--- config.mk ---
export PLATFORM = sky130hd
export DESIGN_NAME = chk_sync_fifo
export DESIGN_NICKNAME = d
export VERILOG_FILES = /design/src/rtl/sdo_resp_checker_fifo.sv
export SDC_FILE = /design/constraint.sdc
export NUM_CORES = 1
export LEC_CHECK = 0
export BUFFER_PORTS_ARGS = -buffer_cell sky130_fd_sc_hd__buf_2
export CORE_ASPECT_RATIO = 0.8
export CORE_MARGIN = 1.5
export CORE_UTILIZATION = 41
export DETAILED_ROUTE_END_ITERATION = 7
export MAX_ROUTING_LAYER = met4
export RECOVER_POWER = 100
export SLEW_MARGIN = 20
export SYNTH_ARGS = -nofsm -noshare
export SYNTH_HDL_FRONTEND = slang
export SYNTH_SLANG_ARGS = --single-unit
export TNS_END_PERCENT = 20
--- constraint.sdc ---
create_clock -name clk -period 3.9 [get_ports clk]
set_input_delay 0.39 -clock clk [delete_from_list [all_inputs] [get_ports clk]]
set_output_delay 0.39 -clock clk [all_outputs]
set_load 0.02 [all_outputs]
--- src/rtl/sdo_resp_checker_fifo.sv ---
// Synchronous FIFO with count; push is accepted while
// full when a pop frees the slot in the same cycle.
module chk_sync_fifo #(
    parameter int WIDTH = 76,
    parameter int DEPTH = 4
) (
    input  logic                   clk,
    input  logic                   rst,
    input  logic                   push,
    input  logic [WIDTH-1:0]       wdata,
    input  logic                   pop,
    output logic [WIDTH-1:0]       rdata,
    output logic                   full,
    output logic                   empty,
    output logic [$clog2(DEPTH):0] count
);

    localparam int AW = $clog2(DEPTH);
    localparam int CW = AW + 1;

    logic [WIDTH-1:0] mem [DEPTH];
    logic [AW-1:0]    wr_ptr;
    logic [AW-1:0]    rd_ptr;
    logic             do_push;
    logic             do_pop;

    assign full    = (count == CW'(DEPTH));
    assign empty   = (count == '0);
    assign do_pop  = pop && !empty;
    assign do_push = push && (!full || do_pop);
    assign rdata   = mem[rd_ptr];

    always_ff @(posedge clk) begin
        if (!rst) begin
            wr_ptr <= '0;
            rd_ptr <= '0;
            count  <= '0;
        end else begin
            if (do_push)
                wr_ptr <= wr_ptr + AW'(1);
            if (do_pop)
                rd_ptr <= rd_ptr + AW'(1);
            unique case ({do_push, do_pop})
                2'b10:   count <= count + CW'(1);
                2'b01:   count <= count - CW'(1);
                default: count <= count;
            endcase
        end
    end

    // Storage needs no reset; pointers define validity.
    always_ff @(posedge clk) begin
        if (do_push)
            mem[wr_ptr] <= wdata;
    end

endmodule

* Word level (Yosys, flattened, before mapping) *
Memory sizes are Yosys's and may differ from the RTL's. A register that Yosys moved wholly into a read port is not among the register bits.
Cells that the tools add are included.

storage, ports and cells
  flip-flop bits (word level) = 7
  bits in writable memories = 304
  bits of input ports = 80
  output and inout port bits = 81
  logic and storage cells = 23
  memories kept = 1

memory list
  name  depth  bits a word  read ports  clocked after memory_dff  wr ports  line  source
  mem   4      76           1           1                         1         21    logic [WIDTH-1:0] mem [DEPTH];

cells by class
  add/sub/neg operators = 4
  eq/ne operators = 3
  multiplexer cells = 5
  reductions and logical operators = 7

operator list
  cell                                                                    number
  3-bit case mux with 2 select lines                                      1
  2-bit by 1-bit adder with 2-bit output (second input constant)          2
  2-bit two-way mux                                                       2
  3-bit by 1-bit adder with 3-bit output (second input constant)          1
  3-bit equality test (second input constant)                             1
  3-bit logical NOT                                                       1
  3-bit by 1-bit subtractor with 3-bit output (second input constant)     1
  2-bit by 1-bit equality test with 1-bit output (second input constant)  1
  2-bit equality test (second input constant)                             1
  1-bit logical AND                                                       2
  1-bit logical NOT                                                       2
  1-bit two-way mux                                                       2
  2-bit nonzero test                                                      1
  1-bit logical OR                                                        1

* Logic depth before layout (Yosys ltp) *
  depth after elaboration = 7
  gate-level depth with buffers = 9
  depth with buffers taken out = 9

* Least setup slack after synthesis *
No wires, ideal clock.

  path type = register to register
  start point = reg count[0]
  end point = mem mem[0][0] (enable)
  setup time = 443 ps
  arrival = 2,927 ps
  required time = 3,457 ps
  setup slack = 531 ps
  cell stages (with the launch flop) = 4
  path buffers = 0
  clock period less this slack = 3,369 ps
  cell sequence = dfxtp_1 -> nor3b_1 -> a21boi_1 -> and2_1

between the ends
  elaborated cells on any way between the ends = 9
  those cells by class = eq/ne: 1; mux: 2; reduce/logical: 6

RTL lines
  element                                  line  source
  start, declared                          15    output logic [$clog2(DEPTH):0] count
  start signal, assigned                   44    2'b10: count <= count + CW'(1);
  start signal, assigned                   45    2'b01: count <= count - CW'(1);
  start signal, assigned                   46    default: count <= count;
  3-bit equality test                      27    assign full = (count == CW'(DEPTH));
  via full                                 13    output logic full,
  1-bit logical NOT                        30    assign do_push = push && (!full || do_pop);
  1-bit logical OR                         30
  1-bit logical AND                        30
  1-bit two-way mux                        53    if (do_push)
  1-bit two-way mux (implied by the code)  54    mem[wr_ptr] <= wdata;
  end, declared                            21

The timed path passes the listed nets, and every way through them passes these cells.

* Final worst setup path *
  start point = reg count[0]
  end point = mem mem[3][49] (enable)

between the ends
  word-level cells in the longest chain between the ends = 7
  elaborated cells on any way between the ends = 9
  those cells by class = eq/ne: 1; mux: 2; reduce/logical: 6

ends and longest elaborated chain
  element                                      line  source
  3-bit logical NOT                            28    assign empty = (count == '0);
  1-bit logical NOT                            29    assign do_pop = pop && !empty;
  1-bit logical AND                            29
  1-bit logical OR (*)                         30
  1-bit logical AND (*)                        30
  1-bit two-way mux (*)                        53
  1-bit two-way mux (implied by the code) (*)  54

Mark *: on every way between the ends. The rest lies on a longest branch, timed or not.

==> impl_metrics.env <==
export IMPL_outcome="completed"
export IMPL_worstPathArrival_ps=3170
export IMPL_holdCritStartpoint="wdata[54]"
export IMPL_clock_latency_ps=540
export IMPL_wirelength_microns=20800
export IMPL_reg2reg_depth=4
export IMPL_syn2layout_area_growth_pct=17.3
export IMPL_vdd_drop_max_mv=0.437
export IMPL_crit_path_end_kind="register"
export IMPL_hpwl_microns=12400
export IMPL_avgSynthCellArea_sq_um=25.5
export IMPL_r2r_slack_ps=950
export IMPL_cts_resized=0
export IMPL_clk_path_buf_depth=3
export IMPL_cp_cell_sequence="nor3b_1, a21boi_0, and2_2, buf_12"
export IMPL_synth_cell_area_sq_um=11500
export IMPL_dr_pass1_iters=4
export IMPL_relSlewSlack_pct=25.3
export IMPL_n_fill_cell=2291
export IMPL_dr_total_vias=5148
export IMPL_min_to="mem[2][54]"
export IMPL_seq_area_frac_synth_pct=81.0
export IMPL_synthMuxAreaShare_pct=15.1
export IMPL_power_density_nw_per_um2=644
export IMPL_grt_max_degree=77
export IMPL_min_delay_path_depth=1
export IMPL_setup_viol=0
export IMPL_num_rows=54
export IMPL_gr_total_overflow=0
export IMPL_postCtsHoldBufs=0
export IMPL_fin_crit_sh_pct=75.7
export IMPL_layout_common_cells="edfxtp_1 (304), clkbuf_1 (164), mux4_2 (76)"
export IMPL_syn_nets=537
export IMPL_critPathMaxFanout=40
export IMPL_tightest_slew_ps=1120
export IMPL_fin_crit_ps=2950
export IMPL_drcViolationCount=0
export IMPL_cts_root_buf="clkbuf_16"
export IMPL_core_sq_um=27400
export IMPL_ios=161
export IMPL_port_buffer_count=160
export IMPL_worstReg2RegStart="count[0]"
export IMPL_routabilityCongestion=0.743
export IMPL_r2r_end="mem[3][49]"
export IMPL_synth_cells=451
export IMPL_yosys_area_share_adder_pct=0.719
export IMPL_synth_xor_area_share_pct=0.152
export IMPL_cpPeakStageDelay_ps=1010
export IMPL_fin_skew_ps=12.7
export IMPL_die_x_microns=190
export IMPL_ys_warn_count=0
export IMPL_grt_pass1_wl_microns=31900
export IMPL_cts_buffers=30
export IMPL_drv_slew=0
export IMPL_stdcell_count=1021
export IMPL_synth_top_family_by_area="multiplexers"
export IMPL_dp_cells=964
export IMPL_max_freq_mhz=339
export IMPL_drt_iter0_markers=363
export IMPL_critPathSlowestCell="and2_2"
export IMPL_path_clk_slew_ps=60
export IMPL_finalHoldViolations=0
export IMPL_cts_tree="yes"
export IMPL_drive_above_1_share_pct=20.6
export IMPL_synth_compound_area_share_pct=0.414
export IMPL_fin_tns_setup_ps=0
export IMPL_initial_utilization_pct=41.9
export IMPL_max_cap_viol_count=0
export IMPL_cp_required_ps=4120
export IMPL_antenna_found_initial=2
export IMPL_wire_per_inst_microns=20.4
export IMPL_ys_types=25
export IMPL_min_path_type="in -> reg"
export IMPL_clock_sinks=313
export IMPL_drt_antenna_violating_nets=0
export IMPL_synth_simple_area_share_pct=0.893
export IMPL_rsz0062_at_grt="false"
export IMPL_yosys_register_bits=313
export IMPL_via_per_inst=5.04
export IMPL_die_area_sq_um=29000
export IMPL_cp_start_kind="register"
export IMPL_post_cts_buffers=0
export IMPL_htree_levels=1
export IMPL_nets=718
export IMPL_leakage_nw=4.11
export IMPL_globalRouteTotalUtil_pct=15.0
export IMPL_die_height_microns=153
export IMPL_criticalPathCategory="reg -> reg"
export IMPL_grt_pass1_vias=5655
export IMPL_final_common_cell="edfxtp_1"
==> worst max-delay path, delay by kind of cell, from the launching register on <==
family,cells,cell delay (ps)
simple gates,2,1100
compound gates,1,670
flops,1,420
buf+inv,1,360
==> cells by family after synthesis <==
kind of cell             Yosys count
multiplexers                      78
XOR/XNOR                           2
adder cells (fa/ha/maj)            6
flip-flops                       313
AO/OA/AOI/OAI                      8
AND/OR/NAND/NOR                   19
buffers and inverters             25
==> layer usage <==
metal	vias to the layer above	wire (microns)	GRT usage (%)
met5	-	0	-
met4	0	514	3.71
met3	37	1640	4.44
met2	156	9940	24.0
li1	2288	-	-
met1	2667	8730	18.7
==> layout make-up <==
| type | instances | area [sq um] | area share (%) |
|---|---|---|---|
| Inverter | 7 | 26.3 | 0.195 |
| Clock inverter | 16 | 161 | 1.20 |
| Timing Repair Buffer | 167 | 726 | 5.38 |
| Clock buffer | 39 | 806 | 5.98 |
| Tap cell | 364 | 455 | 3.38 |
| Sequential cell | 313 | 9320 | 69.1 |
| Antenna cell | 2 | 5.00 | 0.0371 |
| Multi-Input combinational cell | 113 | 1990 | 14.7 |
==> how the worst max path moves through the flow <==
| stage | from | endpoint | depth (start not counted) |
|---|---|---|---|
| floorplan | count[0] | mem[0][0] | 3 |
| global placement | pop | mem[2][33] | 5 |
| detailed placement | pop | mem[2][33] | 5 |
| CTS | register | rdata[13] | 3 |
| global route | count[0] | mem[2][42] | 4 |
| finish | count[0] | mem[3][49] | 4 |
==> power breakdown <==
group | switching, mW | internal, mW
clock network | 1.17 | 1.65
logic | 1.11 | 0.699
registers | 0.0919 | 3.96
total | 2.37 | 6.31
==> state kept, by name, indices dropped and copies added, names as in the netlist, named ones only <==
register and flops:
count 3, wr_ptr 2, rd_ptr 2, mem 304
==> stage by stage <==
stage	hold WS (ps)	total power [mW]	setup WS (ps)	instance area [sq um]	util, %
floorplan	461	5.53	531	11500	-
global placement	466	6.03	1390	12700	46.2
detailed placement	493	6.08	1320	12700	46.3
CTS	28.8	8.92	1170	13700	49.9
global route	86.5	9.07	736	13500	49.2
finish	101	8.68	948	13500	49.2
==> Yosys cell counts, drive strengths merged <==
library cell,count,area [sq um]
a21boi,3,22.5
and2,6,37.5
buf,17,170
clkbuf,1,3.75
dfxtp,9,180
edfxtp,304,9130
fa,1,20.0
ha,5,62.6
inv,7,26.3
mux2i,2,20.0
mux4,76,1710
nand2,7,26.3
nor2,1,3.75
nor3,1,5.00
nor3b,1,7.51
o21ai,5,25.0
or3,2,12.5
or4b,1,10.0
xnor2,1,8.76
xor2,1,8.76
Note: power is estimated with default switching activity, not from simulation.
